`config.mk`:
```
export PLATFORM = sky130hd
export DESIGN_NAME = src_rr_merge
export DESIGN_NICKNAME = d
export VERILOG_FILES = /design/src/rtl/src_rr_merge.sv
export SDC_FILE = /design/constraint.sdc
export NUM_CORES = 1
export LEC_CHECK = 0
export CORE_ASPECT_RATIO = 2
export CORE_MARGIN = 5
export CORE_UTILIZATION = 50
export CTS_CLUSTER_DIAMETER = 80
export DETAILED_ROUTE_END_ITERATION = 8
export PLACE_DENSITY_LB_ADDON = 0.15
export SLEW_MARGIN = 20
export SYNTH_ARGS = -nofsm -noshare
export SYNTH_HDL_FRONTEND = slang
export SYNTH_SLANG_ARGS = --single-unit
export TNS_END_PERCENT = 10
```
`constraint.sdc`:
```
create_clock -name clk -period 3.1 [get_ports clk]
set_input_delay 0.31 -clock clk [delete_from_list [all_inputs] [get_ports clk]]
set_output_delay 0.31 -clock clk [all_outputs]
set_load 0.01 [all_outputs]
```
`src/rtl/src_rr_merge.sv`:
```
// ---------------------------------------------------------------------------
// src_rr_merge
//
// Purpose:
//   Merges a tagged input stream into one output stream. Each word carries a
//   source index and is buffered in a FIFO dedicated to that source. A
//   round-robin arbiter drains the FIFOs into a single output register.
//   Words from one source always leave in the order they arrived.
//
// Parameters:
//   DATA_W  - payload width
//   NUM_SRC - number of sources (2..16)
//   DEPTH   - entries per source FIFO (power of 2, >= 2)
//
// Ports:
//   clk       - sole clock, all state changes on its rising edge
//   reset     - synchronous, active-high; empties every FIFO and the output
//   in_valid  - an input word is present
//   in_src    - source index of the input word
//   in_data   - input payload
//   in_ready  - FIFO addressed by in_src has room (combinational,
//               independent of in_valid, 0 for an out-of-range index)
//   o_valid   - output register holds a word
//   o_src     - source index of the output word
//   o_data    - output payload
//   o_ready   - downstream takes the output word this cycle
//   fifo_full - registered per-source full flags
// ---------------------------------------------------------------------------
module src_rr_merge #(
    parameter  int DATA_W  = 8,
    parameter  int NUM_SRC = 4,
    parameter  int DEPTH   = 4,
    localparam int SRC_W   = $clog2(NUM_SRC)
) (
    input  logic               clk,
    input  logic               reset,
    input  logic               in_valid,
    input  logic [SRC_W-1:0]   in_src,
    input  logic [DATA_W-1:0]  in_data,
    output logic               in_ready,
    output logic               o_valid,
    output logic [SRC_W-1:0]   o_src,
    output logic [DATA_W-1:0]  o_data,
    input  logic               o_ready,
    output logic [NUM_SRC-1:0] fifo_full
);

    localparam int PTR_W = $clog2(DEPTH);
    localparam int CNT_W = PTR_W + 1;

    logic [NUM_SRC-1:0] full_q;
    logic [NUM_SRC-1:0] non_empty;
    logic [NUM_SRC-1:0] wr_en;
    logic [NUM_SRC-1:0] pop_en;
    logic [DATA_W-1:0]  head_data [NUM_SRC];

    logic               src_ok;
    logic [SRC_W-1:0]   last_grant;
    logic [SRC_W-1:0]   grant;
    logic [SRC_W-1:0]   cand;
    logic               grant_found;
    logic               load;
    int                 scan_idx;

    assign src_ok    = (int'(in_src) < NUM_SRC);
    assign fifo_full = full_q;

    // Input acceptance looks only at the registered full flags, so a full
    // FIFO refuses a word even in a cycle where it is also being popped.
    always_comb begin
        in_ready = 1'b0;
        if (src_ok) begin
            in_ready = !full_q[in_src];
        end
    end

    // Per-source FIFOs. Eligibility for grant comes from the registered
    // count, so a word written this cycle cannot be granted until the next.
    for (genvar i = 0; i < NUM_SRC; i++) begin : g_fifo
        logic [DATA_W-1:0] mem [DEPTH];
        logic [PTR_W-1:0]  wr_ptr;
        logic [PTR_W-1:0]  rd_ptr;
        logic [CNT_W-1:0]  count;
        logic [CNT_W-1:0]  count_next;
        logic              full_r;

        assign wr_en[i]     = in_valid && in_ready && (in_src == SRC_W'(i));
        assign pop_en[i]    = load && (grant == SRC_W'(i));
        assign non_empty[i] = (count != '0);
        assign full_q[i]    = full_r;
        assign head_data[i] = mem[rd_ptr];

        // A simultaneous write and pop cancel out in the count.
        always_comb begin
            count_next = count + CNT_W'(wr_en[i]) - CNT_W'(pop_en[i]);
        end

        // Pointer, occupancy and full-flag registers; pointers wrap
        // naturally because DEPTH is a power of two.
        always_ff @(posedge clk) begin
            if (reset) begin
                wr_ptr <= '0;
                rd_ptr <= '0;
                count  <= '0;
                full_r <= 1'b0;
            end else begin
                if (wr_en[i]) begin
                    wr_ptr <= wr_ptr + PTR_W'(1);
                end
                if (pop_en[i]) begin
                    rd_ptr <= rd_ptr + PTR_W'(1);
                end
                count  <= count_next;
                full_r <= (count_next == CNT_W'(DEPTH));
            end
        end

        // Storage array is not reset; only the pointers define its content.
        always_ff @(posedge clk) begin
            if (!reset && wr_en[i]) begin
                mem[wr_ptr] <= in_data;
            end
        end
    end

    // Round-robin search: start one past the last granted source and take
    // the first non-empty FIFO, wrapping around the source range.
    always_comb begin
        grant       = '0;
        grant_found = 1'b0;
        scan_idx    = 0;
        cand        = '0;
        for (int k = 1; k <= NUM_SRC; k++) begin
            scan_idx = (int'(last_grant) + k) % NUM_SRC;
            cand     = SRC_W'(scan_idx);
            if (!grant_found && non_empty[cand]) begin
                grant_found = 1'b1;
                grant       = cand;
            end
        end
    end

    // The output register takes a new word whenever it is empty or being
    // drained, and some FIFO has data; the granted FIFO pops in the same
    // cycle.
    assign load = (!o_valid || o_ready) && grant_found;

    // Output register and round-robin pointer. Without a load, a drained
    // word clears o_valid while o_src/o_data keep their last value.
    always_ff @(posedge clk) begin
        if (reset) begin
            o_valid    <= 1'b0;
            o_src      <= '0;
            o_data     <= '0;
            last_grant <= SRC_W'(NUM_SRC - 1);
        end else if (load) begin
            o_valid    <= 1'b1;
            o_src      <= grant;
            o_data     <= head_data[grant];
            last_grant <= grant;
        end else if (o_ready) begin
            o_valid    <= 1'b0;
        end
    end

endmodule

```
==> results of run 1 <==
-- report_power, final --
group          internal (mW)  switching, mW  leakage (nW)
clock                   1.14          0.959         0.283
combinational           1.30           1.37          1.11
sequential              2.81          0.257          1.59
total                   5.25           2.59          2.98
-- critical path, delay by kind of cell, from the launching register on --
kind | cells | cell delay, ns
simple gates | 3 | 0.76
compound gates | 1 | 0.49
xor+xnor | 2 | 0.32
fa+ha+maj | 3 | 0.89
buf+inv | 1 | 0.04
flops | 1 | 0.34
-- cell families after synthesis --
kind of cell,synth area share
AOI/OAI and AO/OA,0.0377
xor gates and xnor gates,0.0141
adders and majority gates,0.0509
buffers and inverters,0.0320
DFF,0.656
muxes,0.131
and+or+nand+nor,0.0779
-- worst max-delay path by stage --
stage                             startpoint                          end  slack, ns  cells after the start
6_report       g_fifo[0].count[2]$_SDFF_PP0_  g_fifo[2].full_r$_SDFF_PP0_       0.18                     10
5_1_grt        g_fifo[1].count[1]$_SDFF_PP0_  g_fifo[3].full_r$_SDFF_PP0_      -0.01                     12
4_1_cts        g_fifo[2].count[1]$_SDFF_PP0_  g_fifo[2].full_r$_SDFF_PP0_      -0.01                     10
3_5_place_dp                         o_ready  g_fifo[0].full_r$_SDFF_PP0_      -0.05                     13
3_3_place_gp                         o_ready  g_fifo[0].full_r$_SDFF_PP0_       0.11                     13
2_1_floorplan  g_fifo[2].count[1]$_SDFF_PP0_  g_fifo[3].full_r$_SDFF_PP0_       0.21                     11
-- through the flow --
stage	util	worst slack, ns	hold WS (ns)
CTS	0.580	-0.00989	0.273
detailed placement	0.540	-0.0482	0.455
global placement	0.540	0.113	0.464
floorplan	-	0.210	0.409
finish	0.582	0.178	0.275
global route	0.582	-0.0126	0.297
-- cell usage in the layout (no fill, tap or decap), drive strengths merged, types with 6 or more instances in the layout --
master	n
edfxtp	128
dfxtp	53
inv	39
mux4	33
clkdlybuf4s50	28
nor2	26
ha	24
and2	18
mux2i	17
clkbuf	17
nor2b	15
buf	13
a21oi	12
xnor2	12
nand2	8
nand3b	8
o221ai	8
mux2	6
nor3	6
nor4	6
or3	6
-- timing repair --
| item | in CTS | in global routing |
|---|---|---|
| setup endpoints to repair | 2 | 6 |
| pin swaps | 0 | 1 |
| resized for setup | 1 | 5 |
| hold buffers | 0 | 0 |
| setup buffers | 0 | 1 |
-- per-layer routing --
metal  routed length, microns  GRT usage  vias up
met5                        0          0        -
met2                     8200      0.327       70
li1                         -          -     1828
met4                      537     0.0804        0
met3                      486     0.0337       31
met1                     5280      0.206     1963
-- Yosys cell counts, types with 5 or more instances --
cell type	count
nand3b_1	8
mux2i_1	17
and2_1	18
inv_1	30
edfxtp_1	128
nor2b_1	15
ha_1	24
mux4_2	33
buf_1	10
or3_1	6
dfxtp_1	53
clkbuf_1	6
nor4_1	6
nor2_1	26
mux2_2	6
o221ai_1	8
nor3_1	5
nand2_1	8
xnor2_1	12
a21oi_1	12
-- sequential cells by signal, indices dropped and copies added, names as in the netlist, named ones only --
register,flops
g_fifo.rd_ptr,8
g_fifo.wr_ptr,8
g_fifo.mem,128
last_grant,2
o_data,8
g_fifo.count,12
o_src,2
o_valid,1
g_fifo.full_r,4
-- area by class of cell --
| cell class | count | area, sq um |
|---|---|---|
| timing repair buffer | 41 | 375 |
| clock inverter | 14 | 153 |
| multi-input combinational | 235 | 2360 |
| tap | 195 | 244 |
| fill | 1188 | 6160 |
| clock buffer | 17 | 425 |
| inverter | 30 | 113 |
| sequential | 181 | 4900 |
==> metrics.txt, run 1 <==
# TYPE chip_impl_metric gauge
chip_impl_metric{name="drt_wl_total",unit="mm"} 14.5
chip_impl_metric{name="layout_min_cycle_time",unit="ns"} 2.92
chip_impl_metric{name="final_max_slew_viol_count",unit=""} 0
chip_impl_metric{name="globalRouteTotalUtil",unit=""} 0.182
chip_impl_metric{name="cts_buffer_depth",unit=""} 2
chip_impl_metric{name="grt_remaining_overflow",unit=""} 0
chip_impl_metric{name="required_worst_endpoint",unit="ns"} 3.42
chip_impl_metric{name="worst_clock_skew",unit="ns"} 0.0108
chip_impl_metric{name="initial_utilization",unit=""} 0.507
chip_impl_metric{name="clk-insertion-delay-late",unit="ns"} 0.42
chip_impl_metric{name="cells_after_synthesis",unit=""} 470
chip_impl_info{name="cts.root.buffer_cell",value="clkbuf_16"} 1
chip_impl_metric{name="timing.final.hold_violations",unit=""} 0
chip_impl_metric{name="share_of_the_synthesized_area_in_the_top_cell_type",unit=""} 0.514
chip_impl_metric{name="max-slew-margin-rel",unit=""} 0.543
chip_impl_info{name="rr_endpoint",value="g_fifo[2].full_r$_SDFF_PP0_"} 1
chip_impl_info{name="netlist_top_cells_area",value="edfxtp_1 (51%), dfxtp_1 (14%), mux4_2 (9.9%)"} 1
chip_impl_metric{name="wire_per_inst",unit="microns"} 20.3
chip_impl_info{name="path_class",value="register to register"} 1
chip_impl_metric{name="worstPathArrival",unit="ns"} 3.24
chip_impl_metric{name="synth_cell_types",unit=""} 43
chip_impl_metric{name="fp-row-count",unit=""} 63
chip_impl_metric{name="avgViaCountPerCell",unit=""} 5.46
chip_impl_metric{name="wire_length_of_the_first_global_routing_pass",unit="mm"} 23.3
chip_impl_metric{name="numPlacedInstances",unit=""} 681
chip_impl_metric{name="clkSlewWorstSetupHoldPaths",unit="ns"} 0.06
chip_impl_metric{name="final_cell_area",unit="sq mm"} 0.00858
chip_impl_metric{name="timing.reg2reg.worst_path_depth",unit=""} 10
chip_impl_metric{name="clock_sink_count",unit=""} 181
chip_impl_metric{name="mapped_area",unit="sq mm"} 0.00747
chip_impl_metric{name="first_pass_iters",unit=""} 4
chip_impl_metric{name="synth_seq_cells",unit=""} 181
chip_impl_metric{name="route.vias.total",unit=""} 3892
chip_impl_metric{name="io_pins",unit=""} 30
chip_impl_metric{name="tightestPinTransition",unit="ns"} 0.683
chip_impl_info{name="cp-start-kind",value="register"} 1
chip_impl_metric{name="final-instance-count-excl-fill",unit=""} 713
chip_impl_metric{name="largest_net_degree_at_the_start_of_global_routing",unit=""} 24
chip_impl_info{name="path_class_of_the_lowest_slack_min_delay_path",value="primary input to register"} 1
chip_impl_info{name="ys_dominant_reg_cell",value="edfxtp_1"} 1
chip_impl_info{name="worst_hold_startpoint",value="reset"} 1
chip_impl_metric{name="die_h",unit="microns"} 183
chip_impl_metric{name="drt_first_iter_violations",unit=""} 190
chip_impl_metric{name="io_buffer_count",unit=""} 29
chip_impl_info{name="worst_reg2reg_path_startpoint",value="g_fifo[0].count[2]$_SDFF_PP0_"} 1
chip_impl_metric{name="area_inside_the_core_boundary",unit="sq mm"} 0.0147
chip_impl_metric{name="diodes",unit=""} 0
chip_impl_metric{name="timing.setup.tns",unit="ns"} 0
chip_impl_info{name="critical_path.cell_chain",value="or3_1, o41ai_4, nor3_2, ha_1, inv_1, ha_1, fa_1, xnor2_1, xnor2_1, nor4_1"} 1
chip_impl_metric{name="timing.critical_path.fanout_max",unit=""} 4
chip_impl_metric{name="postPlaceCellArea",unit="sq mm"} 0.00796
chip_impl_metric{name="final_layout_size_suffix_gt1_frac",unit=""} 0.185
chip_impl_metric{name="design.final.nets",unit=""} 548
chip_impl_metric{name="ctsHtreeMaxLevel",unit=""} 4
chip_impl_metric{name="slowest_delay",unit="ns"} 0.49
chip_impl_metric{name="antenna_violations_before_repair",unit=""} 0
chip_impl_info{name="yosysTopAreaCell",value="edfxtp_1"} 1
chip_impl_metric{name="min_path_cells",unit=""} 2
chip_impl_metric{name="final_min_period_over_clock_period",unit=""} 0.943
chip_impl_metric{name="design.die.area",unit="sq mm"} 0.0176
chip_impl_metric{name="drc_violations",unit=""} 0
chip_impl_metric{name="synth_edf_count",unit=""} 128
chip_impl_metric{name="syn_area_per_cell",unit="sq um"} 15.9
chip_impl_metric{name="ys_async_sr_fraction",unit=""} 0
chip_impl_metric{name="areaGrowthSynthToFinish",unit="%"} 14.7
chip_impl_info{name="run_status",value="complete, no violations"} 1
chip_impl_metric{name="cts-buffers-inserted",unit=""} 17
chip_impl_metric{name="ir_worst_vdd",unit="V"} 0.000751
chip_impl_metric{name="chipWidth",unit="microns"} 96.5
chip_impl_metric{name="place_congestion",unit=""} 0.776
chip_impl_metric{name="grt_pass1_vias",unit=""} 4234
chip_impl_metric{name="rrSetupSlack",unit="ns"} 0.18
chip_impl_metric{name="timing.max_cap.violations",unit=""} 0
chip_impl_metric{name="leakage",unit="nW"} 2.98
chip_impl_info{name="critPathCaptureType",value="register"} 1
chip_impl_metric{name="totalPowerFinal",unit="mW"} 7.84
chip_impl_metric{name="synthesis.yosys.warnings",unit=""} 0
chip_impl_metric{name="synth_seq_area_share",unit=""} 0.656
chip_impl_info{name="hold_end",value="g_fifo[0].wr_ptr[1]$_SDFFE_PP0P_"} 1
chip_impl_metric{name="mappedNetlistNets",unit=""} 512
chip_impl_metric{name="timing.fmax",unit="MHz"} 342
chip_impl_info{name="crit_path_top_delay_cell",value="o41ai_4"} 1
chip_impl_metric{name="antenna_violating_nets_post_route",unit=""} 0
chip_impl_metric{name="powerDensity",unit="mW/mm^2"} 914
chip_impl_metric{name="place_hpwl",unit="mm"} 10.4
chip_impl_metric{name="setup_violations",unit=""} 0
chip_impl_info{name="tritoncts",value="done"} 1
No activity file was read; power rests on OpenSTA's default activity.
==> inputs of run 2 (changes only) <==
==> constraint.sdc (replaced) <==
create_clock -name clk -period 3.7 [get_ports clk]
set_input_delay 0.37 -clock clk [delete_from_list [all_inputs] [get_ports clk]]
set_output_delay 0.37 -clock clk [all_outputs]
set_load 0.01 [all_outputs]
==> run 2 against run 1 <==
Compared with the run above: clock power down 15%; clock-buffer cell count rose by 7; die area unchanged; sequential power shrank 16%; worst hold slack gained 0.11 ns; first-iteration DRC count decreased by 37%; sequential cell count stayed put.
==> metrics.txt, run 2 (synthesis results as in run 1) <==
# TYPE chip_impl_metric gauge
chip_impl_info{name="run_status",value="complete, no violations"} 1
chip_impl_metric{name="layout_min_cycle_time",unit="ns"} 3.16
chip_impl_metric{name="power_frac_comb",unit=""} 0.318
chip_impl_metric{name="initial_utilization",unit=""} 0.507
chip_impl_metric{name="drt_wl_total",unit="mm"} 14.2
chip_impl_metric{name="ctsResizeCount",unit=""} 0
chip_impl_metric{name="leakage",unit="nW"} 2.97
chip_impl_metric{name="pwr-share-seq",unit=""} 0.401
chip_impl_metric{name="p_sw",unit="mW"} 2.02
chip_impl_metric{name="finalWorstSetupSlack",unit="ns"} 0.544
chip_impl_metric{name="timing.max_cap.violations",unit=""} 0
chip_impl_info{name="cts.root.buffer_cell",value="clkbuf_16"} 1
chip_impl_info{name="cp-start-kind",value="register"} 1
chip_impl_metric{name="drc_violations",unit=""} 0
chip_impl_metric{name="areaGrowthSynthToFinish",unit="%"} 14.0
chip_impl_metric{name="largest_net_degree_at_the_start_of_global_routing",unit=""} 37
chip_impl_metric{name="tightestPinTransition",unit="ns"} 0.684
chip_impl_metric{name="dpl_ws",unit="ns"} 0.500
chip_impl_info{name="mostFrequentLayoutCell",value="edfxtp_1"} 1
chip_impl_metric{name="cts-buffers-inserted",unit=""} 17
chip_impl_info{name="tritoncts",value="done"} 1
chip_impl_metric{name="clock_sink_count",unit=""} 181
chip_impl_metric{name="cts_buffer_depth",unit=""} 2
chip_impl_metric{name="wire_per_inst",unit="microns"} 20.1
chip_impl_metric{name="avgViaCountPerCell",unit=""} 5.45
chip_impl_info{name="reg.largest.list",value="g_fifo.mem: 128 flops, g_fifo.count: 12 flops"} 1
chip_impl_metric{name="design.die.area",unit="sq mm"} 0.0176
chip_impl_metric{name="design.final.nets",unit=""} 540
chip_impl_metric{name="ctsHtreeMaxLevel",unit=""} 4
chip_impl_metric{name="required_worst_endpoint",unit="ns"} 4.00
chip_impl_metric{name="clkSlewWorstSetupHoldPaths",unit="ns"} 0.07
chip_impl_metric{name="final_core_utilization",unit=""} 0.578
chip_impl_metric{name="share_clk_of_total_power",unit=""} 0.281
chip_impl_metric{name="place_hpwl",unit="mm"} 9.88
chip_impl_metric{name="setup_violations",unit=""} 0
chip_impl_metric{name="post_cts_hold_buffer_count",unit=""} 0
chip_impl_metric{name="numPlacedInstances",unit=""} 674
chip_impl_metric{name="final-instance-count-excl-fill",unit=""} 706
chip_impl_metric{name="drt_first_iter_violations",unit=""} 120
chip_impl_metric{name="die_h",unit="microns"} 183
chip_impl_info{name="path_class_of_the_lowest_slack_min_delay_path",value="primary input to register"} 1
chip_impl_metric{name="p_sw_frac",unit=""} 0.316
chip_impl_metric{name="final_layout_size_suffix_gt1_frac",unit=""} 0.162
chip_impl_metric{name="grt_remaining_overflow",unit=""} 0
chip_impl_metric{name="worstPathArrival",unit="ns"} 3.45
chip_impl_info{name="critPathCaptureType",value="register"} 1
chip_impl_metric{name="totalPowerFinal",unit="mW"} 6.40
chip_impl_info{name="path_class",value="register to register"} 1
chip_impl_metric{name="io_pins",unit=""} 30
chip_impl_metric{name="diodes",unit=""} 0
chip_impl_metric{name="final_max_slew_viol_count",unit=""} 0
chip_impl_metric{name="worst_clock_skew",unit="ns"} 0.00776
chip_impl_metric{name="fp-row-count",unit=""} 63
chip_impl_metric{name="internal_power",unit="mW"} 4.37
chip_impl_metric{name="antenna_violating_nets_post_route",unit=""} 0
chip_impl_metric{name="timing.final.hold_violations",unit=""} 0
chip_impl_metric{name="route.vias.total",unit=""} 3848
chip_impl_metric{name="area_inside_the_core_boundary",unit="sq mm"} 0.0147
chip_impl_metric{name="largest_reg_flops",unit=""} 128
chip_impl_metric{name="chipWidth",unit="microns"} 96.5
chip_impl_metric{name="grt_pass1_vias",unit=""} 4087
chip_impl_metric{name="timing.setup.tns",unit="ns"} 0
chip_impl_metric{name="globalRouteTotalUtil",unit=""} 0.177
chip_impl_metric{name="final_min_period_over_clock_period",unit=""} 0.853
chip_impl_metric{name="wire_length_of_the_first_global_routing_pass",unit="mm"} 22.5
chip_impl_metric{name="cts.repair_timing.setup_buffer_count",unit=""} 0
chip_impl_info{name="largest_register",value="g_fifo.mem"} 1
chip_impl_metric{name="timing.fmax",unit="MHz"} 317
chip_impl_metric{name="antenna_violations_before_repair",unit=""} 0
chip_impl_info{name="layout.cells.most_common_list",value="edfxtp_1 (128), dfxtp_1 (53), mux4_2 (33), inv_1 (30), clkdlybuf4s50_1 (28)"} 1
chip_impl_metric{name="clk-insertion-delay-late",unit="ns"} 0.42
chip_impl_metric{name="powerDensity",unit="mW/mm^2"} 751
chip_impl_info{name="grt_setup_unrepaired",value="no"} 1
chip_impl_metric{name="io_buffer_count",unit=""} 29
chip_impl_metric{name="place_congestion",unit=""} 0.741
chip_impl_metric{name="ir_worst_vdd",unit="V"} 0.000629
chip_impl_metric{name="max-slew-margin-rel",unit=""} 0.542
chip_impl_metric{name="first_pass_iters",unit=""} 4
chip_impl_metric{name="timing.critical_path.fanout_max",unit=""} 17
[run 2: changes by cell type in the layout (fill, tap and decap cells not counted), moves of 2 or more]
cell and change:
inv_6 -4, or3_4 -3, clkinv_4 -2, inv_8 -3, a22oi_2 -2, clkbuf_16 +3
a22oi_1 +2, clkbuf_8 +4, or3_1 +3, buf_4 -8, clkinv_2 +4
[run 2: final timing paths]
kind	startpoint	to	slack, ns	cells after the start
max	g_fifo[2].count[1]$_SDFF_PP0_	g_fifo[2].full_r$_SDFF_PP0_	0.54	11
min	reset	g_fifo[1].wr_ptr[0]$_SDFFE_PP0P_	0.38	2
max reg2reg	g_fifo[2].count[1]$_SDFF_PP0_	g_fifo[2].full_r$_SDFF_PP0_	0.54	11
min reg2reg	o_src[1]$_SDFFE_PP0P_	o_src[1]$_SDFFE_PP0P_	0.48	2
[run 2: cell type report]
type / instances / area, sq um
Fill cell: 1169 / 6220
Inverter: 30 / 113
Sequential cell: 181 / 4900
Clock inverter: 8 / 55.1
Clock buffer: 24 / 556
Multi-Input combinational cell: 235 / 2330
Tap cell: 195 / 244
Timing Repair Buffer: 33 / 315
[run 2: critical path, stage by stage, from the launching register on]
cell and delay (ns):
dfxtp_1 0.33, or3_1 0.50, o41ai_4 0.45, buf_4 0.28
nor3_2 0.09, ha_1 0.30, inv_1 0.04, ha_1 0.19
fa_1 0.41, xnor2_1 0.20, xnor2_1 0.18, nor4_1 0.07
[run 2: through the flow]
| stage | hold slack (ns) | instance area (sq um) |
|---|---|---|
| floorplan | 0.453 | 7470 |
| global placement | 0.470 | 7910 |
| detailed placement | 0.460 | 7910 |
| CTS | 0.376 | 8520 |
| global route | 0.391 | 8520 |
| finish | 0.382 | 8520 |
[run 2: layer usage]
metal / GRT usage / share of wire
met3: 0.0300 / 0.026
met4: 0.0658 / 0.015
met1: 0.204 / 0.38
met2: 0.321 / 0.58
met5: 0 / 0
[run 2: power by group through the flow]
stage	clock, mW	sequential, mW	combinational, mW
finish	1.79	2.57	2.03
global route	1.92	2.60	2.23
CTS	1.83	2.58	2.07
detailed placement	0	2.62	2.05
global placement	0	2.61	2.00
floorplan	0	2.50	1.64
